<file path="src/rtl/pipe_pkg.sv">
// pipe_pkg: shared operand-select encodings and register constants for the pipeline
package pipe_pkg;
    localparam logic [1:0] FWD_REG   = 2'b00;
    localparam logic [1:0] FWD_EXMEM = 2'b01;
    localparam logic [1:0] FWD_MEMWB = 2'b10;
    localparam logic [4:0] REG_ZERO  = 5'd0;
endpackage

</file>
<file path="src/rtl/hazard_fwd_unit_md_busy_counter.sv">
// md_busy_counter: tracks how long the mult/div unit stays busy after an issue
module md_busy_counter #(
    parameter int CNT_W  = 3,
    parameter int MD_LAT = 4
) (
    input  logic clk,
    input  logic rst,
    input  logic issue,
    output logic busy
);
    logic [CNT_W-1:0] count;

    always_ff @(posedge clk or posedge rst) begin
        if (rst)
            count <= '0;
        else if (issue)
            count <= CNT_W'(MD_LAT);
        else if (count != '0)
            count <= count - 1'b1;
    end

    always_comb busy = count != '0;
endmodule

</file>
<file path="src/rtl/hazard_fwd_unit.sv">
// hazard_fwd_unit: EX operand forwarding, load-use / mult-div stalls, branch flushes
// and a saturating stall-cycle counter for the 5-stage pipeline.
module hazard_fwd_unit
    import pipe_pkg::*;
#(
    parameter int REG_W  = 5,
    parameter int MD_LAT = 4,
    parameter int CNT_W  = 3,
    parameter int PERF_W = 16
) (
    input  logic              clk,
    input  logic              rst,
    input  logic [REG_W-1:0]  id_rs,
    input  logic [REG_W-1:0]  id_rt,
    input  logic              id_uses_rs,
    input  logic              id_uses_rt,
    input  logic              id_is_md,
    input  logic              id_reads_hilo,
    input  logic [REG_W-1:0]  ex_rs,
    input  logic [REG_W-1:0]  ex_rt,
    input  logic [REG_W-1:0]  ex_rd,
    input  logic              ex_reg_write,
    input  logic              ex_mem_read,
    input  logic [REG_W-1:0]  mem_rd,
    input  logic              mem_reg_write,
    input  logic [REG_W-1:0]  wb_rd,
    input  logic              wb_reg_write,
    input  logic              ex_branch_taken,
    output logic [1:0]        fwd_a,
    output logic [1:0]        fwd_b,
    output logic              pc_stall,
    output logic              ifid_stall,
    output logic              idex_flush,
    output logic              ifid_flush,
    output logic              md_busy,
    output logic [PERF_W-1:0] stall_cycles
);
    localparam logic [REG_W-1:0] ZERO = REG_W'(REG_ZERO);

    logic load_use;
    logic md_hold;
    logic stall;
    logic branch;
    logic issue;

    // EX/MEM wins over MEM/WB; r0 is hardwired so it never forwards
    function automatic logic [1:0] fwd_sel(input logic [REG_W-1:0] src);
        return (mem_reg_write && mem_rd != ZERO && mem_rd == src) ? FWD_EXMEM :
               (wb_reg_write && wb_rd != ZERO && wb_rd == src)    ? FWD_MEMWB : FWD_REG;
    endfunction

    always_comb begin
        load_use   = ex_mem_read && ex_reg_write && ex_rd != ZERO &&
                     ((id_uses_rs && id_rs == ex_rd) || (id_uses_rt && id_rt == ex_rd));
        md_hold    = md_busy && (id_is_md || id_reads_hilo);
        branch     = ex_branch_taken && !rst;
        stall      = (load_use || md_hold) && !ex_branch_taken && !rst;
        issue      = id_is_md && !stall && !branch;
        pc_stall   = stall;
        ifid_stall = stall;
        idex_flush = stall || branch;
        ifid_flush = branch;
        fwd_a      = rst ? FWD_REG : fwd_sel(ex_rs);
        fwd_b      = rst ? FWD_REG : fwd_sel(ex_rt);
    end

    md_busy_counter #(.CNT_W(CNT_W), .MD_LAT(MD_LAT)) u_md (
        .clk   (clk),
        .rst   (rst),
        .issue (issue),
        .busy  (md_busy)
    );

    always_ff @(posedge clk or posedge rst) begin
        if (rst)
            stall_cycles <= '0;
        else if (stall && stall_cycles != '1)
            stall_cycles <= stall_cycles + 1'b1;
    end
endmodule

</file>
<file path="config.mk">
export PLATFORM = sky130hd
export DESIGN_NAME = hazard_fwd_unit
export DESIGN_NICKNAME = d
export VERILOG_FILES = /design/src/rtl/pipe_pkg.sv /design/src/rtl/hazard_fwd_unit_md_busy_counter.sv /design/src/rtl/hazard_fwd_unit.sv
export SDC_FILE = /design/constraint.sdc
export NUM_CORES = 1
export LEC_CHECK = 0
export CORE_MARGIN = 2
export CORE_UTILIZATION = 41
export CTS_CLUSTER_DIAMETER = 100
export DETAILED_ROUTE_END_ITERATION = 8
export PLACE_DENSITY = 0.89
export SYNTH_ARGS = -nofsm -noshare
export SYNTH_HDL_FRONTEND = slang
export SYNTH_SLANG_ARGS = --single-unit
</file>
<file path="constraint.sdc">
create_clock -name clk -period 2.3 [get_ports clk]
set_input_delay 0.345 -clock clk [delete_from_list [all_inputs] [get_ports clk]]
set_output_delay 0.345 -clock clk [all_outputs]
set_load 0.01 [all_outputs]
</file>
==> results of run 1 <==
[synth_stat cells (2+ instances only)]
library cell / instances / area [sq um]
sky130_fd_sc_hd__nor2b_1: 3 / 18.8
sky130_fd_sc_hd__nor3b_2: 3 / 37.5
sky130_fd_sc_hd__nor4_1: 5 / 31.3
sky130_fd_sc_hd__and3_1: 7 / 43.8
sky130_fd_sc_hd__ha_1: 3 / 37.5
sky130_fd_sc_hd__nand3_1: 9 / 45.0
sky130_fd_sc_hd__nor3_1: 2 / 10.0
sky130_fd_sc_hd__o211ai_1: 2 / 15.0
sky130_fd_sc_hd__xor2_1: 22 / 193
sky130_fd_sc_hd__or4_1: 5 / 37.5
sky130_fd_sc_hd__dfrtp_1: 19 / 475
sky130_fd_sc_hd__nand4_2: 3 / 37.5
sky130_fd_sc_hd__inv_1: 5 / 18.8
sky130_fd_sc_hd__nand2_1: 5 / 18.8
sky130_fd_sc_hd__o21ai_0: 2 / 10.0
sky130_fd_sc_hd__xnor2_1: 24 / 210
sky130_fd_sc_hd__nor2_1: 4 / 15.0
sky130_fd_sc_hd__nand4_1: 3 / 18.8
[worst max-delay path, cell delays in order]
cell and delay [ps]:
sky130_fd_sc_hd__dlygate4sd2_1 240, sky130_fd_sc_hd__or4_4 560, sky130_fd_sc_hd__o21ai_4 170, sky130_fd_sc_hd__nor3_1 90, sky130_fd_sc_hd__nor4_2 320, sky130_fd_sc_hd__buf_2 190
[kinds of logic after synthesis]
kind of cell | after synthesis | synth area share, %
muxes | 1 | 1.00
adders and majority gates | 3 | 2.51
buffers and inverters | 7 | 2.51
and+or+nand+nor | 60 | 28.3
DFF | 19 | 31.8
xor gates and xnor gates | 46 | 26.9
AOI/OAI and AO/OA | 11 | 6.95
[routing by layer]
metal | global-route usage (%) | vias up | part of all wire [%]
met4 | 7.71 | 0 | 1.8
met3 | 4.75 | 7 | 6.1
met1 | 23.1 | 727 | 39
met2 | 38.4 | 56 | 53
li1 | - | 732 | -
met5 | 0 | - | 0
[per-stage QoR]
step	std cells	setup WS, ps	area, sq um	power, uW	TNS, ps
final	296	22.5	2540	1320	0
after global routing	296	-22.8	2540	1410	-24.5
after CTS	297	4.40	2490	1290	0
after detailed placement	289	-754	2440	1110	-4700
after global placement	289	-629	2440	1080	-3510
after floorplan	147	92.9	1500	789	0
[power groups by stage]
stage	logic [uW]	clock network, uW	registers, uW
finish	680	169	471
global route	735	192	481
CTS	655	171	464
detailed placement	639	0	467
global placement	611	0	465
floorplan	314	0	474
[placed cells by master, fill, tap and decap left out, types with 4 or more instances in the layout]
cell	instances
sky130_fd_sc_hd__clkdlybuf4s50_1	42
sky130_fd_sc_hd__buf_4	30
sky130_fd_sc_hd__xnor2_1	24
sky130_fd_sc_hd__xor2_1	22
sky130_fd_sc_hd__dfrtp_1	19
sky130_fd_sc_hd__dlygate4sd2_1	13
sky130_fd_sc_hd__nand3_1	9
sky130_fd_sc_hd__and3_1	7
sky130_fd_sc_hd__nand2_1	5
sky130_fd_sc_hd__dlymetal6s2s_1	5
sky130_fd_sc_hd__nor4_2	4
sky130_fd_sc_hd__inv_1	4
sky130_fd_sc_hd__nor2_1	4
[final cells by class]
class	instances	area (sq um)	share of cell area [%]
multi-input combinational	121	1040	41.0
timing repair buffer	101	918	36.2
sequential	19	475	18.7
tap	46	57.6	2.27
clock buffer	4	26.3	1.04
inverter	5	18.8	0.740
[worst min-delay path by stage]
stage	startpoint	end	slack (ps)	depth (start not counted)
after floorplan	rst	stall_cycles[0]$_DFFE_PP0P_	320	1
after global placement	stall_cycles[2]$_DFFE_PP0P_	stall_cycles[2]$_DFFE_PP0P_	500	1
after detailed placement	stall_cycles[2]$_DFFE_PP0P_	stall_cycles[2]$_DFFE_PP0P_	510	1
after CTS	rst	stall_cycles[11]$_DFFE_PP0P_	260	3
after global routing	rst	u_md.count[1]$_DFFE_PP0P_	260	3
final	rst	stall_cycles[11]$_DFFE_PP0P_	250	3
[sequential cells by signal (all words and copies together) (netlist names)]
signal	flops
stall_cycles	16
u_md.count	3
[timing repair]
item / CTS / global route
gates resized for setup: 54 / 16
pin swaps: 10 / 4
buffers inserted: 4 / 0
cloned: 0 / 0
setup endpoints to repair: 7 / 6
==> metrics.sh, run 1 <==
CLOCK_LATENCY_PS=300
SYNTH_CELLS=147
TIMING.RR.START='stall_cycles[0]$_DFFE_PP0P_'
P_R_AREA_GROWTH_VS_SYN_PCT=69.7
P_INT_uW=867
NUMCTSBUFFERS=3
SYNTH_FF_TYPE='sky130_fd_sc_hd__dfrtp_1'
CRITICAL_PATH_CLASS='input pin to output port'
GLOBALPLACE.CONGESTION=0.817
DRT_ITER0_MARKERS=78
FINAL_NET_COUNT=300
NUMBER_OF_STORAGE_ELEMENTS_IN_THE_SYNTHESIS_NETLIST=19
RSZ0062_AT_GRT='yes'
END_POINT_OF_THE_CRITICAL_PATH='fwd_a[1]'
FIN_SKEW_PS=1.46
H_TREE_DEPTH=1
LAYOUT.CORE_UTILIZATION_PCT=74.3
FIN_HOLD_WS_PS=248
DIE_AREA_SQ_UM=4150
PIN_COUNT=71
DRTANTENNAVIOLNETS=0
VIA_COUNT_OF_THE_FIRST_GLOBAL_ROUTING_PASS=1565
LAYOUT_MIN_CYCLE_TIME_PS=2280
DP.FINAL_HPWL_UM=3290
PWR-SHARE-CLK_PCT=12.8
DRT_WL_TOTAL_UM=4020
GLOBAL_ROUTE_WIRE_LENGTH_BEFORE_REPAIR_UM=6810
SYNTH_ENABLE_FLOP_CELLS=0
PORTBUFFERS=70
N_ANTENNA_CELL=0
CLK_PIN_SLEW_WORST_PATHS_PS=100
SW_FRAC_OF_TOTAL_PCT=34.3
SEQPWRFRAC_PCT=35.7
SYNTH_SEQ_AREA_SHARE_PCT=31.8
FINALSETUPVIOLATIONS=0
N_FILL_CELL=266
MAPPEDNETLISTAREA_SQ_UM=1500
CRIT_START='mem_rd[4]'
FLOORPLAN.CORE_AREA_SQ_UM=3420
WORST-SLEW-PIN-TRANSITION_PS=358
REGTOREGENDPOINT='stall_cycles[1]$_DFFE_PP0P_'
SETUP.WORST_PATH.START_CLASS='input pin'
GLOBAL_ROUTE.OVERFLOW_TOTAL=0
ROUTED_VIA_DENSITY=5.14
CAP_VIOL_MAX_COUNT=0
POWER.STATIC_LEAKAGE_uW=0.00114
SYNTH-ASYNC-RESET-RATIO_PCT=100
PATH_MAX_FANOUT=3
PLACEMENT_ROWS=21
POST_ROUTE_DRC_VIOLATION_COUNT=0
DRT-PASS1-ITER-COUNT=4
POSTSYNTHNETCOUNT=196
INITIAL_UTILIZATION_PCT=43.8
MEAN_CELL_AREA_OF_THE_MAPPED_NETLIST_SQ_UM=10.2
CLK_PATH_BUF_DEPTH=2
STATUS='completed'
CRIT_ARRIVAL_PS=1930
DETAIL_ROUTE.WL_PER_CELL_UM=13.6
CTS_SINK_COUNT=19
FF2FF_PATH_DEPTH=7
SYNTH_CELL_TYPES=39
MAX_CLOCK_FREQ_GHz=0.439
CELLPOWERDENSITY_nW_PER_UM2=520
POSTCTSHOLDBUFS=0
CLOCK_TREE.ROOT_CELL='sky130_fd_sc_hd__clkbuf_4'
SLEW_HEADROOM_PCT=76.0
FP.DIEW_UM=64.4
REPORT.FINAL.HOLD_VIOL_COUNT=0
WORST_HOLD_PATH_CLASS='input pin to async pin'
GLOBAL_ROUTE.USAGE.TOTAL_PCT=20.9
DIE-HEIGHT_UM=64.4
POWER_SWITCHING_uW=452
COMB_POWER_SHARE_PCT=51.5
FINAL_PERIOD_UTIL_PCT=99.0
GRT_START_MAX_NET_PINS=21
FF2FF_SETUP_SLACK_PS=170
VDD.IR_DROP.WORST_V=0.000324
CP.REQUIRED_PS=1960
FRACTION_OF_FINAL_LAYOUT_CELLS_WITH_DRIVE_STRENGTH_GREATER_THAN_1_PCT=27.2
CLOCK_TREE_FROM_TRITONCTS='yes'
CRIT_PATH_END_KIND='output port'
SYNTH-WARNING-COUNT=0
VIAS=1522
ANTENNA_VIOLATIONS_BEFORE_REPAIR=0
FINAL_SLEW_VIOLATIONS=0
Note: power is estimated with default switching activity, not from simulation.
==> run 2, diff against run 1 <==
Settings changed: SLEW_MARGIN set to 10.
==> results of run 2 <==
Final layout, timing and power as in run 1 (identical DEF).
==> run 3, diff against run 2 <==
Settings changed: CORE_MARGIN 2 to 1.
Clock period 2.3 ns to 2.6 ns, I/O delays scaled along.
==> run 3 against run 2 <==
Clock skew rose by 1.1 ps. Die area down 6.1%. Register-to-register slack gained 290 ps. Flip-flop and latch count did not move. Sequential share of layout area is 0.34 points higher. Highest routed layer unchanged. Power decreased by 14%.
==> metrics.sh, run 3 (synthesized netlist as in run 1, its figures left out) <==
LARGEST_REG_FLOPS=16  # unchanged
CRIT_PATH_END_KIND='output port'
INSTANCES_NO_FILL=294  # -0.68%
DIE_AREA_SQ_UM=3890  # -6.1%
VIAS=1472  # -3.3%
H_TREE_DEPTH=1  # unchanged
GRT_START_MAX_NET_PINS=21  # unchanged
CLOCK_TREE.ROOT_CELL='sky130_fd_sc_hd__clkbuf_4'
N_FILL_CELL=254  # -4.5%
REG_TOP3='stall_cycles: 16 flops, u_md.count: 3 flops'
PATH_MAX_FANOUT=2  # -1
DP.FINAL_HPWL_UM=3120  # -5.2%
ROUTED_VIA_DENSITY=5.01  # -2.6%
TIMING.FINAL.WS_SETUP_PS=62.8  # +40.3 ps
FINAL_SLEW_VIOLATIONS=0  # unchanged
FLOORPLAN.CORE_AREA_SQ_UM=3420  # unchanged
MOST-COMMON-LAYOUT-CELLS='sky130_fd_sc_hd__clkdlybuf4s50_1 (59), sky130_fd_sc_hd__buf_4 (29), sky130_fd_sc_hd__xnor2_1 (24)'
CLOCK_LATENCY_PS=300  # about the same
CLOCK_TREE_FROM_TRITONCTS='yes'
SETUP_TOTAL_NEGATIVE_SLACK_PS=0  # unchanged
CRIT_PATH_MAX_INCR_DELAY_PS=550  # about the same
CLK_PATH_BUF_DEPTH=2  # unchanged
ANTENNA_VIOLATIONS_BEFORE_REPAIR=0  # unchanged
PORTBUFFERS=70  # unchanged
PLACE_WS_PS=-448  # +307 ps
POSTCTSHOLDBUFS=0  # unchanged
REGISTERS.TOP_BY_FF_COUNT='stall_cycles'
DETAIL_ROUTE.WL_PER_CELL_UM=12.5  # -8.0%
NUMCTSBUFFERS=3  # unchanged
FINAL_PERIOD_UTIL_PCT=97.6
PIN_COUNT=71  # unchanged
POWER_SWITCHING_uW=378  # -16%
FIN_HOLD_WS_PS=454  # +206 ps
FINALSETUPVIOLATIONS=0  # unchanged
PLACEMENT_ROWS=21  # unchanged
SW_FRAC_OF_TOTAL_PCT=33.3  # -0.99 points
GLOBAL_ROUTE_WIRE_LENGTH_BEFORE_REPAIR_UM=6310  # -7.3%
CELLPOWERDENSITY_nW_PER_UM2=456  # -12%
CRITPATHSLOWESTCELL='sky130_fd_sc_hd__or4_1'
CAP_VIOL_MAX_COUNT=0  # unchanged
DRT-PASS1-ITER-COUNT=4  # unchanged
PWR-SHARE-CLK_PCT=13.1  # +0.3 points
GLOBAL_ROUTE.USAGE.TOTAL_PCT=20.5  # -0.30 points
WORST-SLEW-PIN-TRANSITION_PS=353  # -5.80 ps
SLEW_HEADROOM_PCT=76.4  # +0.39 points
DRT_ITER0_MARKERS=95  # +22%
PATH_CELLS='clkdlybuf4s50_1 > or4_1 > o211ai_1 > or4_1 > nor4_2 > dlygate4sd2_1'
LAYOUT.CELLS.MOST_COMMON='sky130_fd_sc_hd__clkdlybuf4s50_1'
CLK_PIN_SLEW_WORST_PATHS_PS=100  # about the same
GLOBALPLACE.CONGESTION=0.884  # +8.1%
CP.REQUIRED_PS=2210  # +250 ps
SETUP.WORST_PATH.START_CLASS='input pin'
CRIT_ARRIVAL_PS=2150  # +220 ps
PLACEDCELLCOUNT=287  # -0.69%
FINAL_NET_COUNT=298  # -0.67%
POWER.STATIC_LEAKAGE_uW=0.00107  # -6.0%
DIE-HEIGHT_UM=62.4  # -3.1%
GLOBAL_ROUTE.OVERFLOW_TOTAL=0  # unchanged
VDD.IR_DROP.WORST_V=0.000323  # -0.19%
DRT_WL_TOTAL_UM=3670  # -8.6%
POST_ROUTE_DRC_VIOLATION_COUNT=0  # unchanged
FRACTION_OF_FINAL_LAYOUT_CELLS_WITH_DRIVE_STRENGTH_GREATER_THAN_1_PCT=22.6  # -4.6 points
N_ANTENNA_CELL=0  # unchanged
CRITICAL-PATH-TOP-DELAY-FAMILY='simple AND/OR/NAND/NOR gates'
WORST_HOLD_PATH_CLASS='input pin to async pin'
LAYOUT_MIN_CYCLE_TIME_PS=2540
FP.DIEW_UM=62.4  # -3.1%
STATUS='completed'
FIN_SKEW_PS=2.52  # +1.07 ps
INITIAL_UTILIZATION_PCT=43.8  # unchanged
DRTANTENNAVIOLNETS=0  # unchanged
MAX_CLOCK_FREQ_GHz=0.394
CRITICAL_PATH_CLASS='input pin to output port'
SEQPWRFRAC_PCT=35.9  # +0.2 points
CRITICAL_PATH.N_BUFFERS_INVERTERS=2  # unchanged
P_R_AREA_GROWTH_VS_SYN_PCT=66.7
COMB_POWER_SHARE_PCT=51.0  # -0.5 points
LAYOUT.CORE_UTILIZATION_PCT=73.0  # -1.3 points
CTS_SINK_COUNT=19  # unchanged
P_INT_uW=758  # -13%
CRITICAL_PATH.MOST_COMMON_CELL='sky130_fd_sc_hd__or4_1'
REPORT.FINAL.HOLD_VIOL_COUNT=0  # unchanged
VIA_COUNT_OF_THE_FIRST_GLOBAL_ROUTING_PASS=1399  # -11%
[run 3: cell types whose count changed in the layout (fill, tap and decap cells not counted), sizes merged]
cell / delta
clkbuf: -1
dlymetal6s2s: -5
clkdlybuf4s15: -2
buf: -6
clkdlybuf4s50: +17
dlygate4sd2: -5
[run 3: area by class of cell]
cell class	count	area, sq um	share of cell area [%]
Sequential cell	19	475	19.1
Clock buffer	4	26.3	1.05
Tap cell	46	57.6	2.31
Inverter	5	18.8	0.753
Timing Repair Buffer	99	906	36.3
Multi-Input combinational cell	121	1010	40.5
[run 3: what timing repair did]
item,CTS,global route
resized for setup,23,1
buffers inserted,3,0
cloned,0,0
pin swaps,6,1
endpoints found under the setup margin,7,2
hold endpoints to repair,0,0
[run 3: power by group through the flow]
| stage | Sequential [uW] | Clock (uW) | Combinational (uW) |
|---|---|---|---|
| after floorplan | 419 | 0 | 278 |
| after global placement | 410 | 0 | 538 |
| after detailed placement | 412 | 0 | 560 |
| after CTS | 408 | 152 | 582 |
| after global routing | 415 | 168 | 632 |
| final | 408 | 149 | 580 |
[run 3: final timing paths]
kind | slack, ps | depth (start not counted) | endpoint | startpoint
worst max-delay path | 60 | 6 | fwd_a[1] | wb_rd[1]
worst min-delay path | 450 | 3 | stall_cycles[13]$_DFFE_PP0P_ | rst
worst max register to register | 460 | 7 | stall_cycles[1]$_DFFE_PP0P_ | stall_cycles[0]$_DFFE_PP0P_
worst min register to register | 520 | 1 | stall_cycles[2]$_DFFE_PP0P_ | stall_cycles[2]$_DFFE_PP0P_
max in group asynchronous | 1940 | 3 | stall_cycles[15]$_DFFE_PP0P_ | rst
min in group clk | 520 | 1 | stall_cycles[2]$_DFFE_PP0P_ | stall_cycles[2]$_DFFE_PP0P_
[run 3: routing by layer]
| layer | part of all wire (%) | global-route usage, % | up-vias |
|---|---|---|---|
| met5 | 0 | 0 | - |
| met4 | 1.2 | 6.10 | 0 |
| met3 | 5.5 | 3.65 | 5 |
| met2 | 50 | 36.3 | 61 |
| met1 | 43 | 25.5 | 675 |
| li1 | - | - | 731 |
[run 3: through the flow]
stage / total power (uW) / instance area [sq um]
CTS: 1140 / 2490
global placement: 949 / 2430
global route: 1210 / 2490
finish: 1140 / 2490
detailed placement: 973 / 2430
floorplan: 698 / 1500
[run 3: worst min-delay path: stages]
cell and delay, ps:
sky130_fd_sc_hd__clkdlybuf4s50_1 420, sky130_fd_sc_hd__inv_1 80, sky130_fd_sc_hd__buf_4 260
